<file path="src/rtl/decoder_seq.sv">
// Registered binary decoder with one-hot, thermometer, timed one-hot sweep and sticky modes.
//
// state   | meaning
// --------+----------------------------------------------------------
// S_IDLE  | waiting for a code; d holds the last decoded vector
// S_SWEEP | walking a single set bit from position 0 up to the target
module decoder_seq #(
   parameter int K = 6
) (
`ifdef USE_POWER_PINS
   inout  wire              vccd1,
   inout  wire              vssd1,
`endif
   input  logic             wb_clk_i,
   input  logic             wb_rst_i,
   input  logic             enable,
   input  logic             in_valid,
   output logic             in_ready,
   input  logic [K-1:0]     io_in,
   input  logic [1:0]       mode,
   input  logic             clear,
   output logic [(1<<K)-1:0] io_out,
   output logic             out_valid,
   output logic             busy
);

   localparam int N = 1 << K;

   localparam logic [1:0] M_ONEHOT = 2'b00;
   localparam logic [1:0] M_THERMO = 2'b01;
   localparam logic [1:0] M_SWEEP  = 2'b10;
   localparam logic [1:0] M_STICKY = 2'b11;

   typedef enum logic {S_IDLE, S_SWEEP} state_t;

   state_t       state;
   logic [N-1:0] d;
   logic [K-1:0] pos;
   logic [K-1:0] tgt;
   logic [1:0]   mode_q;
   logic         done;

   logic         accept;
   logic         sticky_clr;
   logic [N-1:0] bit_v;
   logic [N-1:0] thermo_v;

   assign in_ready   = enable & (state == S_IDLE) & ~wb_rst_i;
   assign accept     = in_valid & in_ready;
   assign busy       = (state == S_SWEEP);
   assign io_out     = enable ? d : '0;
   assign out_valid  = done & ~wb_rst_i;
   assign sticky_clr = clear & (mode_q == M_STICKY);

   // (1 << (v+1)) - 1 wraps to all ones when v = N-1
   assign bit_v    = N'(1) << io_in;
   assign thermo_v = (bit_v << 1) - N'(1);

   always_ff @(posedge wb_clk_i) begin
      if (wb_rst_i) begin
         state  <= S_IDLE;
         d      <= '0;
         pos    <= '0;
         tgt    <= '0;
         mode_q <= M_ONEHOT;
         done   <= 1'b0;
      end else begin
         done <= 1'b0;
         case (state)
            S_IDLE: begin
               if (accept) begin
                  mode_q <= mode;
                  case (mode)
                     M_ONEHOT: begin
                        d    <= bit_v;
                        done <= 1'b1;
                     end
                     M_THERMO: begin
                        d    <= thermo_v;
                        done <= 1'b1;
                     end
                     M_STICKY: begin
                        d    <= (sticky_clr ? '0 : d) | bit_v;
                        done <= 1'b1;
                     end
                     default: begin
                        d     <= N'(1);
                        pos   <= '0;
                        tgt   <= io_in;
                        state <= S_SWEEP;
                     end
                  endcase
               end else if (sticky_clr) begin
                  d <= '0;
               end
            end
            S_SWEEP: begin
               // enable low freezes pos and d so the sweep resumes where it paused
               if (enable) begin
                  if (pos == tgt) begin
                     state <= S_IDLE;
                     done  <= 1'b1;
                  end else begin
                     pos <= pos + K'(1);
                     d   <= d << 1;
                  end
               end
            end
            default: state <= S_IDLE;
         endcase
      end
   end

endmodule

</file>
<file path="config.mk">
export PLATFORM = sky130hd
export DESIGN_NAME = decoder_seq
export DESIGN_NICKNAME = d
export VERILOG_FILES = /design/src/rtl/decoder_seq.sv
export SDC_FILE = /design/constraint.sdc
export NUM_CORES = 1
export LEC_CHECK = 0
export ABC_AREA = 1
export CORE_ASPECT_RATIO = 0.7
export CORE_MARGIN = 10
export CORE_UTILIZATION = 45
export CTS_BUF_LIST = sky130_fd_sc_hd__clkbuf_8
export DETAILED_ROUTE_END_ITERATION = 7
export PLACE_DENSITY = 0.65
export SETUP_SLACK_MARGIN = 0.15
export SLEW_MARGIN = 20
export SYNTH_ARGS = -nofsm -noshare
export SYNTH_HDL_FRONTEND = slang
export SYNTH_SLANG_ARGS = --single-unit
</file>
<file path="constraint.sdc">
create_clock -name wb_clk_i -period 4.3 [get_ports wb_clk_i]
set_clock_uncertainty 0.15 [all_clocks]
set_input_delay 0.86 -clock wb_clk_i [delete_from_list [all_inputs] [get_ports wb_clk_i]]
set_output_delay 0.86 -clock wb_clk_i [all_outputs]
set_load 0.02 [all_outputs]
</file>
### After elaboration in Yosys (flattened, before gate mapping)

Cells that the tools add are included.
Widths: inputs -> output; s select.

| storage, ports and cells | value |
|---|---|
| input port bits | 13 |
| logic and storage cells | 54 |
| flip-flop bits (word level) | 80 |
| output and inout bits | 67 |

| cells by class | value |
|---|---|
| muxes and demuxes | 22 |
| bitwise operators | 9 |
| equal/unequal tests | 8 |
| reduce and logical (&&, ||, !) cells | 6 |
| shifts and indexed selects | 1 |
| add/sub/neg operators | 2 |

Operators by type and width:

| kind | number |
|---|---|
| $mux 64 | 5 |
| $pmux 64 s3 | 1 |
| $pmux 64 s2 | 1 |
| $or 64x64->64 | 1 |
| $shl 1x6->64 const A | 1 |
| $sub 64x1->64 const B | 1 |
| $mux 6 | 4 |
| $pmux 6 s2 | 1 |
| $mux 1 | 8 |
| $ne 2x2->1 const B | 4 |
| $add 6x1->6 const B | 1 |
| $eq 6x6->1 | 1 |
| $and 1x1->1 | 5 |
| $eq 2x2->1 const B | 2 |
| $pmux 1 s2 | 2 |
| $reduce_and 2->1 | 2 |
| $reduce_and 4->1 | 1 |
| $not 1->1 | 3 |
| $reduce_and 3->1 | 1 |
| $reduce_or 3->1 | 1 |
| $eq 2x1->1 const B | 1 |
| $logic_not 2->1 | 1 |

### Depth between registers and ports, before layout

| logic depth | value |
|---|---|
| word-level depth | 7 |
| gate-level depth with buffers | 21 |
| mapped depth without buffers | 19 |

### Worst setup path after synthesis

OpenSTA, ideal clock, no wires.

| timing | value |
|---|---|
| kind | in2out |
| start point | input port enable |
| end point | output port io_out[48] |
| arrival time | 1.920 ns |
| required time | 3.290 ns |
| setup slack | 1.370 ns |
| buffers on the path | 3 |
| stages | 5 |
| cells stage by stage | clkbuf_1 -> clkbuf_1 -> buf_1 -> nand2_1 -> inv_1 |

| between the ends | value |
|---|---|
| longest elaborated chain between the ends | 1 |

Ends and longest elaborated chain:

| element | RTL line | text |
|---|---|---|
| from (decl) | 16 | `input logic enable,` |
| $mux 64 | 51 | `assign io_out = enable ? d : '0;` |
| to (decl) | 22 | `output logic [(1<<K)-1:0] io_out,` |

No other way between the ends.

### Worst setup path after layout

| timing | value |
|---|---|
| start point | input port io_in[0] |
| end point | register d[17] |

| between the ends | value |
|---|---|
| longest elaborated chain between the ends | 5 |
| elaborated cells on any way between the ends | 6 |
| classes of those cells | 1 x add/sub; 1 x shift; 3 x mux; 1 x bitwise |

Ends and longest elaborated chain:

| element | RTL line | text |
|---|---|---|
| from (decl) | 19 | `input logic [K-1:0] io_in,` |
| $shl 1x6->64 (*) | 56 | `assign bit_v = N'(1) << io_in;` |
| $sub 64x1->64 / $or 64x64->64 (equally long branches) | 57, 83 |  |
| $pmux 64 s3 (*) | 73 | `case (mode)` |
| $mux 64 (*) | 71 | `if (accept) begin` |
| $pmux 64 s2 (*) | 69 | `case (state)` |
| to (signal assigned) | 75 | `d <= bit_v;` |
| to (signal assigned) | 79 | `d <= thermo_v;` |
| to (signal assigned) | 83 | `d <= (sticky_clr ? '0 : d) \| bit_v;` |
| to (decl) | 37 | `logic [N-1:0] d;` |

Mark *: on every way between the ends. The rest lies on a longest branch, timed or not.
A chain may end at the register's enable or synchronous reset.

==> out/metrics.cfg <==
[floorplanning]
fp.dieH_microns=134
row_count=41
io_pins=80
start_util_pct=45.9
die_w_microns=182
die_area_sq_mm=0.0243
core_area_sq_mm=0.0181

[clock_tree]
post_cts_buffers=0
cts_resized=0
clockBufferDepth=2
postCtsHoldBufs=0
clock-sinks=80
clk_latency_ns=0.41
root_buffer=clkbuf_8
cts_buffers=9
cts_tree=done
htreeDepth=3
clkSlewWorstSetupHoldPaths_ns=0.10

[power]
power.share.sequential_pct=37.8
p_leak_nw=4.87
powerDensity_mw_per_mm2=218
switchingPower_w=0.000843
p_comb_share_pct=29.7
clkPwrFrac_pct=32.4
vdd_drop_max_uv=135
p_sw_share_pct=40.4
intPower_w=0.00124

[min_path]
hp-class=reg -> reg
hp-start=d[44]

[outcome]
status=finished clean

[finish]
final_util_pct=52.9
antenna_cells=0
layoutNonFillerInstCount=1858
final_cell_mix=nand2_1 (562), nor2_1 (168), inv_1 (158), o21ai_0 (118), a21oi_1 (111)
regArea_sq_mm=0.00160
fin_nets=1632
fillers=2028
multiInputGateArea_sq_mm=0.00560
drive_gt1_share_pct=6.97
final_common_cell=nand2_1
syn_to_final_growth_pct=15.3

[global_route]
grt_max_degree=78
grt_pass1_wl_microns=59100
busiest_layer=met2
antenna_found_initial=0
grt_use_met2_pct=44.2
grt_remaining_overflow=0
grt_pass1_vias=9898
use_met1_pct=42.2
use_met3_pct=7.90
grt_usage_pct=30.3

[placed_design]
port_buffers=79
dp_slack_ns=0.142
place_hpwl_microns=27900
place_inst=1842
globalplace.congestion=1.13

[setup_path]
rr_startpoint=busy
critPathLaunch=io_in[0]
crit_fanout=6
startpoint_type=input pin
cp_data_arrival_time_ns=4.07
cp.required_ns=4.42
end_kind=register
critical_path_class=in -> reg

[timing]
final_hold_viol_count=0
worst_slew_pin_slew_ns=0.900
drv_slew=0
fin_ws_ns=0.352
maxSlewHeadroom_pct=39.9
period_share_pct=91.8
fin_crit_ns=3.95
finalSetupTns_ns=0
fmax_mhz=253
setup_viol=0
rsz0062_at_grt=false

[detailed_routing]
postRouteAntennaNets=0
remaining_drc_errors=0
drt-initial-drc-count=1553
detail_route.wl_per_cell_microns=20.4
firstDrtPassIters=6
vias_per_cell=5.92
num_vias=11000
routed_wl_microns=37900

[synthesis]
synth_ff_type=dfxtp_1
synth_area_sq_mm=0.00829
async_flop_share_pct=0
yosysSeqAreaShare_pct=19.3
ys_warn_count=0
avgSynthCellArea_sq_um=5.25
ys_seq_elements=80
syn_inst=1578
syn-num-nets=1593
synthDistinctLibCells=41
synth_edf_count=0

[job]
drv_cap=0

-- cell families (layout without fill, tap and decap cells) --
group / Yosys count / count (layout) / share of synthesized area, %
muxes: 1 / 1 / 0.121
adders and majority gates: 2 / 2 / 0.302
AOI/OAI and AO/OA: 299 / 299 / 19.9
xor gates and xnor gates: 3 / 3 / 0.317
buffers and inverters: 271 / 315 / 13.2
DFF: 80 / 80 / 19.3
and+or+nand+nor: 922 / 922 / 46.8
-- power by group through the flow --
stage                     Sequential, W  Clock [W]  Combinational, W
after floorplan                0.000796          0          0.000393
after global placement         0.000805          0          0.000598
after detailed placement       0.000805          0          0.000597
after CTS                      0.000788   0.000677          0.000601
after global routing           0.000792   0.000716          0.000675
final                          0.000789   0.000676          0.000620
-- path summary, 6_finish.rpt --
kind	to	slack (ns)	cells after the start
max	d[17]	0.35	13
min reg2reg	d[44]	0.34	2
min	d[44]	0.34	2
max reg2reg	d[49]	1.63	10
-- per-layer routing --
| metal | up-vias | part of all wire, % |
|---|---|---|
| met4 | 0 | 2.5 |
| met5 | - | 0 |
| met1 | 5038 | 44 |
| met2 | 676 | 41 |
| met3 | 73 | 12 |
| li1 | 5205 | - |
-- critical path, stage by stage --
cell and delay [ns]:
clkdlybuf4s50_1 0.61, inv_2 0.13, nor3_2 0.47, nand4_1 0.36
ha_1 0.38, nand3_1 0.20, inv_2 0.08, nand2_4 0.12
nor2_4 0.07, o21ai_0 0.41, o21ai_0 0.20, nand2_1 0.10
a31oi_1 0.07
-- cell usage after synthesis (3+ instances only) --
cell type	n	area (sq um)
nand2_1	562	2110
nor2_1	169	634
inv_1	159	597
o21ai_0	118	591
a21oi_1	111	556
nand3_1	84	420
dfxtp_1	80	1600
clkbuf_1	62	233
nand4_1	50	313
a31oi_1	23	144
buf_2	23	115
nor3_1	18	90.1
o211ai_1	13	97.6
nor2_2	12	75.1
inv_2	11	41.3
a32o_1	10	100
buf_1	8	30.0
o21ai_1	7	35.0
nand2_2	6	37.5
buf_6	5	56.3
o22ai_1	5	31.3
nand4_2	4	50.1
nor2_4	4	45.0
nor4_1	4	25.0
a211oi_1	3	22.5
a221oi_1	3	26.3
buf_4	3	22.5
nand3_2	3	30.0
xor2_1	3	26.3
-- cell type report --
type | instances | share of cell area, %
multi-input cells | 1227 | 58.6
flip-flops and latches | 80 | 16.8
repair buffers | 129 | 12.6
inverters | 170 | 6.68
well taps | 236 | 3.09
clock buffers | 10 | 1.44
clock inverters | 6 | 0.785
-- flip-flops by register name (all words and copies together), names as in the netlist --
signal	cells
d	64
done	1
tgt	6
busy	1
pos	6
mode_q	2
-- metrics by stage --
stage,hold slack [ns],cell area [sq um],power (W)
2_1_floorplan,0.296,8290,0.00119
3_5_place_dp,0.324,9350,0.00140
6_report,0.339,9560,0.00208
4_1_cts,0.340,9560,0.00207
5_1_grt,0.361,9560,0.00218
3_3_place_gp,0.320,9350,0.00140
No activity file was read; power rests on OpenSTA's default activity.
